[src/rtl/wci_master_initiator.sv]
// ---------------------------------------------------------------------------
// wci_master_initiator
//   Control-plane initiator for one WCI slave port. Takes a single host
//   request (control-op or config-property read/write), issues it as an
//   OCP-style WCI command, waits for SResp (or times out) and hands the
//   status/data back to the host. Also owns the worker reset wci_MReset_n.
//
// Ports
//   CLK, RST_N            clock, synchronous active-low reset
//   req_*                 host request (valid/ready handshake)
//   resp_*                host response (valid/ready handshake)
//   wrk_reset_req         level request to hold the worker in reset
//   attn                  SFlag[0] registered
//   wci_M*                WCI master outputs (all registered)
//   wci_S*                WCI slave inputs
//
// Parameters
//   TIMEOUT_LOG2          timeout fires 2^TIMEOUT_LOG2-1 cycles after accept
//   RESET_HOLD            cycles wci_MReset_n stays low after wrk_reset_req drops
//
// Optional build macro: WCI_MASTER_STATS_EN adds stat_txn / stat_timeouts.
// ---------------------------------------------------------------------------
module wci_master_initiator #(
  parameter int TIMEOUT_LOG2 = 16,
  parameter int RESET_HOLD   = 16
) (
  input  logic        CLK,
  input  logic        RST_N,
  input  logic        req_valid,
  output logic        req_ready,
  input  logic        req_write,
  input  logic        req_space,
  input  logic [31:0] req_addr,
  input  logic [31:0] req_data,
  input  logic [3:0]  req_be,
  output logic        resp_valid,
  input  logic        resp_ready,
  output logic [31:0] resp_data,
  output logic [1:0]  resp_status,
  input  logic        wrk_reset_req,
  output logic        attn,
  output logic [2:0]  wci_MCmd,
  output logic        wci_MAddrSpace,
  output logic [3:0]  wci_MByteEn,
  output logic [31:0] wci_MAddr,
  output logic [31:0] wci_MData,
  input  logic [1:0]  wci_SResp,
  input  logic [31:0] wci_SData,
  input  logic        wci_SThreadBusy,
  input  logic [1:0]  wci_SFlag,
  output logic [1:0]  wci_MFlag,
`ifdef WCI_MASTER_STATS_EN
  output logic [31:0] stat_txn,
  output logic [15:0] stat_timeouts,
`endif
  output logic        wci_MReset_n
);

  typedef enum logic [2:0] {S_IDLE, S_ISSUE, S_WAIT, S_RESP, S_RSTW} state_e;

  localparam logic [2:0] CMD_IDLE = 3'd0;
  localparam logic [2:0] CMD_WR   = 3'd1;
  localparam logic [2:0] CMD_RD   = 3'd2;

  localparam logic [1:0] SR_NULL = 2'd0;
  localparam logic [1:0] SR_DVA  = 2'd1;
  localparam logic [1:0] SR_FAIL = 2'd2;

  localparam logic [1:0] ST_OK      = 2'd0;
  localparam logic [1:0] ST_FAIL    = 2'd1;
  localparam logic [1:0] ST_ERR     = 2'd2;
  localparam logic [1:0] ST_TIMEOUT = 2'd3;

  localparam int HOLD_W = $clog2(RESET_HOLD + 1) + 1;
  localparam logic [HOLD_W-1:0] HOLD_LOAD = HOLD_W'(RESET_HOLD);

  localparam logic [TIMEOUT_LOG2-1:0] TO_MAX  = '1;
  // Last count value before saturation: the edge leaving it is the timeout edge.
  localparam logic [TIMEOUT_LOG2-1:0] TO_LAST = TO_MAX - TIMEOUT_LOG2'(1);

  state_e                  state_q, state_d;
  logic [2:0]              mcmd_q, mcmd_d;
  logic                    mspace_q, mspace_d;
  logic [3:0]              mbe_q, mbe_d;
  logic [31:0]             maddr_q, maddr_d;
  logic [31:0]             mdata_q, mdata_d;
  logic                    is_write_q, is_write_d;
  logic                    mflag0_q, mflag0_d;
  logic                    mreset_n_q, mreset_n_d;
  logic [HOLD_W-1:0]       hold_q, hold_d;
  logic [TIMEOUT_LOG2-1:0] to_cnt_q, to_cnt_d;
  logic                    rst_pend_q, rst_pend_d;
  logic                    resp_valid_q, resp_valid_d;
  logic [31:0]             resp_data_q, resp_data_d;
  logic [1:0]              resp_status_q, resp_status_d;
  logic                    attn_q;

  logic                    resp_hs;
  logic                    to_hit;

  // Pending worker reset also blocks new requests so it is honoured before them.
  assign req_ready = (state_q == S_IDLE) && mreset_n_q && !rst_pend_q;
  assign resp_hs   = resp_valid_q && resp_ready;
  assign to_hit    = (to_cnt_q == TO_LAST);

  always_comb begin
    // NOTE: every _d starts as its _q so no path through the case leaves a
    // signal unassigned, which would otherwise infer a latch.
    state_d       = state_q;
    mcmd_d        = mcmd_q;
    mspace_d      = mspace_q;
    mbe_d         = mbe_q;
    maddr_d       = maddr_q;
    mdata_d       = mdata_q;
    is_write_d    = is_write_q;
    mflag0_d      = mflag0_q;
    mreset_n_d    = mreset_n_q;
    hold_d        = hold_q;
    to_cnt_d      = to_cnt_q;
    rst_pend_d    = rst_pend_q;
    resp_valid_d  = resp_valid_q;
    resp_data_d   = resp_data_q;
    resp_status_d = resp_status_q;

    // Worker-reset requests seen mid-transaction are remembered until IDLE.
    if (wrk_reset_req && (state_q inside {S_ISSUE, S_WAIT, S_RESP}))
      rst_pend_d = 1'b1;

    case (state_q)
      S_IDLE: begin
        if (req_valid && req_ready) begin
          // An accepted request wins over a same-cycle reset request.
          mcmd_d     = req_write ? CMD_WR : CMD_RD;
          mspace_d   = req_space;
          mbe_d      = req_be;
          maddr_d    = req_addr;
          mdata_d    = req_data;
          is_write_d = req_write;
          mflag0_d   = 1'b0;
          to_cnt_d   = '0;
          rst_pend_d = wrk_reset_req;
          state_d    = S_ISSUE;
        end else if (wrk_reset_req || rst_pend_q) begin
          mreset_n_d = 1'b0;
          hold_d     = HOLD_LOAD;
          rst_pend_d = 1'b0;
          state_d    = S_RSTW;
        end
      end

      S_ISSUE, S_WAIT: begin
        to_cnt_d = (to_cnt_q == TO_MAX) ? to_cnt_q : to_cnt_q + TIMEOUT_LOG2'(1);
        // SResp is only meaningful in WAIT, i.e. after the accepting edge.
        if ((state_q == S_WAIT) && (wci_SResp != SR_NULL)) begin
          resp_valid_d = 1'b1;
          case (wci_SResp)
            SR_DVA:  resp_status_d = ST_OK;
            SR_FAIL: resp_status_d = ST_FAIL;
            default: resp_status_d = ST_ERR;
          endcase
          resp_data_d = (!is_write_q && (wci_SResp == SR_DVA)) ? wci_SData : 32'd0;
          state_d     = S_RESP;
        end else if (to_hit) begin
          mcmd_d        = CMD_IDLE;
          mflag0_d      = 1'b1;
          resp_valid_d  = 1'b1;
          resp_status_d = ST_TIMEOUT;
          resp_data_d   = 32'd0;
          state_d       = S_RESP;
        end else if ((state_q == S_ISSUE) && !wci_SThreadBusy) begin
          mcmd_d  = CMD_IDLE;
          state_d = S_WAIT;
        end
      end

      S_RESP: begin
        if (resp_ready) begin
          resp_valid_d = 1'b0;
          state_d      = S_IDLE;
        end
      end

      S_RSTW: begin
        if (wrk_reset_req) begin
          hold_d = HOLD_LOAD;
        end else if (hold_q <= HOLD_W'(1)) begin
          mreset_n_d = 1'b1;
          state_d    = S_IDLE;
        end else begin
          hold_d = hold_q - HOLD_W'(1);
        end
      end

      default: state_d = S_RSTW;
    endcase
  end

  // NOTE: sequential state uses non-blocking assignments only, so every flop
  // samples the pre-edge value of every other flop.
  always_ff @(posedge CLK) begin
    if (!RST_N) begin
      state_q       <= S_RSTW;
      mcmd_q        <= CMD_IDLE;
      mspace_q      <= 1'b0;
      mbe_q         <= '0;
      maddr_q       <= '0;
      mdata_q       <= '0;
      is_write_q    <= 1'b0;
      mflag0_q      <= 1'b0;
      mreset_n_q    <= 1'b0;
      hold_q        <= HOLD_LOAD;
      to_cnt_q      <= '0;
      rst_pend_q    <= 1'b0;
      resp_valid_q  <= 1'b0;
      resp_data_q   <= '0;
      resp_status_q <= '0;
      attn_q        <= 1'b0;
    end else begin
      state_q       <= state_d;
      mcmd_q        <= mcmd_d;
      mspace_q      <= mspace_d;
      mbe_q         <= mbe_d;
      maddr_q       <= maddr_d;
      mdata_q       <= mdata_d;
      is_write_q    <= is_write_d;
      mflag0_q      <= mflag0_d;
      mreset_n_q    <= mreset_n_d;
      hold_q        <= hold_d;
      to_cnt_q      <= to_cnt_d;
      rst_pend_q    <= rst_pend_d;
      resp_valid_q  <= resp_valid_d;
      resp_data_q   <= resp_data_d;
      resp_status_q <= resp_status_d;
      attn_q        <= wci_SFlag[0];
    end
  end

`ifdef WCI_MASTER_STATS_EN
  logic [31:0] stat_txn_q, stat_txn_d;
  logic [15:0] stat_to_q, stat_to_d;

  always_comb begin
    stat_txn_d = stat_txn_q;
    stat_to_d  = stat_to_q;
    if (resp_hs) begin
      if (stat_txn_q != '1) stat_txn_d = stat_txn_q + 32'd1;
      if ((resp_status_q == ST_TIMEOUT) && (stat_to_q != '1))
        stat_to_d = stat_to_q + 16'd1;
    end
  end

  always_ff @(posedge CLK) begin
    if (!RST_N) begin
      stat_txn_q <= '0;
      stat_to_q  <= '0;
    end else begin
      stat_txn_q <= stat_txn_d;
      stat_to_q  <= stat_to_d;
    end
  end

  assign stat_txn      = stat_txn_q;
  assign stat_timeouts = stat_to_q;
`else
  logic unused_resp_hs;
  assign unused_resp_hs = resp_hs;
`endif

  assign resp_valid     = resp_valid_q;
  assign resp_data      = resp_data_q;
  assign resp_status    = resp_status_q;
  assign attn           = attn_q;
  assign wci_MCmd       = mcmd_q;
  assign wci_MAddrSpace = mspace_q;
  assign wci_MByteEn    = mbe_q;
  assign wci_MAddr      = maddr_q;
  assign wci_MData      = mdata_q;
  assign wci_MFlag      = {1'b0, mflag0_q};
  assign wci_MReset_n   = mreset_n_q;

endmodule

[config.mk]
export PLATFORM = sky130hd
export DESIGN_NAME = wci_master_initiator
export DESIGN_NICKNAME = d
export VERILOG_FILES = /design/src/rtl/wci_master_initiator.sv
export SDC_FILE = /design/constraint.sdc
export NUM_CORES = 1
export LEC_CHECK = 0
export BUFFER_PORTS_ARGS = -buffer_cell sky130_fd_sc_hd__buf_2
export CAP_MARGIN = 30
export CORE_MARGIN = 5
export CORE_UTILIZATION = 43
export DETAILED_ROUTE_END_ITERATION = 12
export GPL_TIMING_DRIVEN = 1
export PLACE_DENSITY = 0.76
export SYNTH_ARGS = -nofsm -noshare
export SYNTH_HDL_FRONTEND = slang
export SYNTH_SLANG_ARGS = --single-unit
[constraint.sdc]
create_clock -name CLK -period 1.9 [get_ports CLK]
set_clock_uncertainty 0.15 [all_clocks]
set_input_delay 0.19 -clock CLK [delete_from_list [all_inputs] [get_ports CLK]]
set_output_delay 0.19 -clock CLK [all_outputs]
set_load 0.005 [all_outputs]
== After elaboration in Yosys (flattened, before gate mapping) ==
Cells that the tools add are included.
Operators by class
  reduce and logical (&&, ||, !) cells: 28
  multiplexer cells: 45
  $lt $le $gt $ge: 1
  equality and inequality tests: 22
  add/sub/neg operators: 2
Operators by type and width (number)
  32-bit 2-to-1 mux: 3
  3-bit 2-to-1 mux: 12
  16-bit == test, second input constant: 2
  16-bit 2-to-1 mux: 2
  16-bit case mux with 2 select lines: 1
  6-bit 2-to-1 mux: 4
  16-bit by 1-bit adder with 16-bit output, second input constant: 1
  2-bit inequality test, second input constant: 7
  1-bit 2-to-1 mux: 13
  3-bit case mux with 4 select lines: 1
  6-bit case mux with 2 select lines: 1
  4-bit AND reduction: 3
  5-bit AND reduction: 2
  2-bit nonzero test: 5
  3-bit inequality test, second input constant: 3
  1-bit logical AND: 7
  3-bit by 2-bit == test with 1-bit output, second input constant: 2
  6-bit by 1-bit <= comparator with 1-bit output, second input constant: 1
  2-bit 2-to-1 mux: 3
  1-bit case mux with 2 select lines: 3
  3-bit case mux with 2 select lines: 1
  3-bit AND reduction: 2
  6-bit by 1-bit subtractor with 6-bit output, second input constant: 1
  2-bit by 1-bit inequality test with 1-bit output, second input constant: 2
  other kinds (13): 16
Word-level totals
  register bits after elaboration: 137
  input bits: 112
  output and inout port bits: 112
  logic and storage cells: 114

== Depth between registers and ports, before layout ==
  word-level depth: 7
  mapped depth: 8
  mapped depth without buffers: 7

== Worst setup path before layout ==
OpenSTA, ideal clock, no wires.
  path type: reg-to-reg
  start: register to_cnt_q[0]
  end: register resp_data_q[0] (netlist: resp_data[0])
  library setup time: 117 ps
  path buffers: 1
  period minus slack after synthesis: 1959 ps
  path slack: -59 ps
  data arrival time: 1693 ps
  cell stages (with the launch flop): 9
  required time: 1633 ps
  cell sequence: dfxtp_1 inv_1 ha_1 nand4_1 or4_4 a21boi_4 nor2_4 buf_6 a22o_1
Between the ends
  word-level cells in the longest chain between the ends: 3
Ends and longest elaborated chain
  start: declaration: RTL line 91  | logic [TIMEOUT_LOG2-1:0] to_cnt_q, to_cnt_d;
  start signal: assignment: RTL line 229  | to_cnt_q <= to_cnt_d;
  16-bit == test: RTL line 104  | assign to_hit = (to_cnt_q == TO_LAST);
  2-bit nonzero test (no line)
  2-bit AND reduction (no line)
  end signal: assignment: RTL line 232  | resp_data_q <= resp_data_d;
  end: declaration: RTL line 94  | logic [31:0] resp_data_q, resp_data_d;
Every way passes these cells.
A chain may end at the register's enable or synchronous reset.

== Final worst setup path ==
  start: register to_cnt_q[8]
  end: register resp_data_q[4] (netlist: resp_data[4])
The elaborated chain is that of the path after synthesis.

==> metrics.txt <==
fin. max-slew vios=0; worst hold path cell count=3; reg-to-reg setup timing slack=-0.09 ns; Antenna Violating Nets Remaining=0; commonest cells after routing, fill and taps aside=220 x buf_2, 159 x nand2_1, 123 x dfxtp_1; cell count after synthesis=604; internal power=5483 uW; fin cells=1124; CP Buf/Inv Count=0; global-route wire length before repair=29.12 mm; reg2reg start=to_cnt_q[8]; vias=5900; final hold violations=0; RSZ-0062 raised after global routing=yes; power per cell area=802.6 nW/um^2; Period Utilization, post-route=104.6%; DIE WIDTH=120.5 um; drt first pass iters=5; area delta synth->final=66.37%; IO Pins=224; synthesis-stage register bit count=136; Synth area leader=dfxtp_1; H-Tree Depth=4; Worst EP required=2.05 ns; Tmin final=1.987 ns; Seq/Total Area, Yosys=51.90%; Area contributors post-synth=dfxtp_1 52%, nand2_1 11%, a21oi_1 8.6%, a22o_1 5.3%, clkbuf_1 1.8%; Yosys cell types=56; pin count of the biggest net entering global routing=74; syn avg cell area=8.686 um^2; Hold WS=0.08220 ns; Die Y=120.5 um; fmax=0.5033 GHz; antenna violations before repair=0; worst vdd ir=0.8610 mV; Setup WS post-layout=-0.08706 ns; Ant. Diodes=0; clock-pin slew on the worst setup and hold paths=0.06 ns; failing checks=negative setup slack; commonest non-fill, non-tap cell in the layout=buf_2; sequential share of power=41.4%; clock net sink count=136; Initial Util=43.86%; placed insts=973; crit path max fanout=16; CORE AREA=11960 um^2; Port Buf Inserts=220; vias in the first global route=5822; Synth top area share=51.90%; layout cell share with drive strength beyond 1=36.23%; fin nets=1083; clock group share of total power=50.2%; Comb pwr share=8.4%; FP Rows=40; Post-route DRC=0; clock root buffer=clkbuf_16; CP Class=reg -> reg; Max Cap Viol=0; TritonCTS Buffers=17; post-synth design cell area=5246 um^2; die area=14510 um^2; Least-Margin Pin Slew=0.7044 ns; Worst Path Arrival=2.13 ns; WHS Endpoint=resp_status[0]; reg2reg end=resp_data[4]; Final GP Congestion=0.8510; nature of the critical path endpoint=flip-flop; buffer levels on the longest clock path=2; FFs w/ async S/R, synth=0%; Wirelength per Cell=16.62 um; Post-synth EDFFs=0; drt via density=5.249; Ys Warns=0; dpl hpwl=10.52 mm; grt ovf=0; dominant synthesized flop cell=dfxtp_1; total track usage=24.96%; Net Sw Frac=21.74%; Power, Total=7005 uW; Crit path max-delay family=simple AND/OR/NAND/NOR gates; reg2reg path depth=5; worst hold path type=in -> reg; status=finished, violations left; # setup viols final=38; Crit path largest cell delay=0.58 ns; Slowest cell on crit path=or4_4; CTS tree=done; startpoint type of the worst setup path=flip-flop; Fillers=780; Clock Latency Late Sink=0.41 ns; leakage=0.003889 uW; Iter 0 DRT Violations=317; Routed WL=18.68 mm; Sw Pwr=1523 uW; Hold Path Origin=wci_SResp[1]; Rel. slew slack=52.99%; crit path cell chain=nand4_4, or4_4, a21boi_4, nor2_2, a22o_1
## final cells by class
| cell class | count | area [um^2] | share of cell area [%] |
|---|---|---|---|
| clock inverters | 11 | 171.4 | 1.964 |
| well taps | 147 | 183.9 | 2.107 |
| flip-flops and latches | 136 | 2744 | 31.44 |
| inverters | 10 | 37.54 | 0.4300 |
| clock buffers | 21 | 460.4 | 5.275 |
| repair buffers | 378 | 2634 | 30.17 |
| multi-input cells | 421 | 2497 | 28.61 |
## cell families (layout without fill, tap and decap cells)
group	after synthesis	in the layout	synth area share (%)
buf+inv	51	420	4.460
simple gates	243	245	21.18
compound gates	158	159	19.29
xor+xnor	5	5	0.8347
mux	3	3	0.5962
other cells	1	2	0.07148
flops	136	136	51.90
fa+ha+maj	7	7	1.669
## sequential cells by signal, summed over array words and instances, names as in the netlist, 3 cells and up
signal / count
wci_MAddr: 32
state_q: 3
wci_MData: 32
wci_MByteEn: 4
to_cnt_q: 16
hold_q: 6
resp_data: 32
## stage by stage
step | cell area, um^2 | setup WS, ns | setup TNS, ns | util, %
2_1_floorplan | 5264 | 0.007748 | 0 | -
3_3_place_gp | 6740 | -0.02375 | -0.02375 | 56.35
3_5_place_dp | 6740 | -0.04228 | -0.7520 | 56.35
4_1_cts | 8528 | -0.05225 | -0.9289 | 71.30
5_1_grt | 8728 | -0.1780 | -5.460 | 72.97
6_report | 8728 | -0.08706 | -1.914 | 72.97
## worst register-to-register path, stage by stage (launching register included)
cell      delay [ns]
dfxtp_2         0.36
nand4_4         0.13
or4_4           0.58
a21boi_4        0.23
nor2_2          0.19
a22o_1          0.23
## per-layer routing
layer / GRT usage, % / vias up / routed length [um]
met2: 40.48 / 305 / 9101
met4: 11.12 / 0 / 643
met1: 29.27 / 2723 / 7164
met3: 9.635 / 54 / 1774
li1: - / 2818 / -
met5: 0 / - / 0
## worst max-delay path by stage
stage / cells past startpoint / slack [ns] / end / start
3_3_place_gp: 6 / -0.02 / to_cnt_q[13] / state_q[1]
3_5_place_dp: 5 / -0.04 / resp_data[11] / to_cnt_q[3]
2_1_floorplan: 6 / 0.008 / resp_data[0] / to_cnt_q[8]
5_1_grt: 7 / -0.18 / resp_data[23] / to_cnt_q[0]
4_1_cts: 4 / -0.05 / req_ready / state_q[1]
6_report: 5 / -0.09 / resp_data[4] / to_cnt_q[8]
## cell usage after synthesis (4+ instances only)
cell      number
nand4_1       11
buf_2          7
dfxtp_1      136
xnor2_1        4
nand2_1      160
or4_1          4
clkbuf_1      25
o21ai_0        9
nor2_1        21
o211ai_1       4
inv_1         10
ha_1           7
nand3_1        9
and2_1         4
a22o_1        32
nor3_1         5
nand2b_1       5
a21oi_1       90
or3_1          5
## power groups by stage
stage                     clock (uW)  combinational (uW)  sequential (uW)
after floorplan                    0                 178             2960
after global placement             0                 365             2960
after detailed placement           0                 369             2960
after CTS                       3560                 547             2900
after global routing            3700                 643             2900
final                           3520                 587             2900
## repair_timing
| item | in CTS | in global routing |
|---|---|---|
| setup buffers | 5 | 5 |
| endpoints found under the setup margin | 37 | 65 |
| hold endpoints to repair | 110 | 0 |
| pin swaps | 1 | 5 |
| hold buffers | 106 | 0 |
| cloned | 2 | 1 |
| gates resized for setup | 16 | 34 |
No activity file was read; power rests on OpenSTA's default activity.
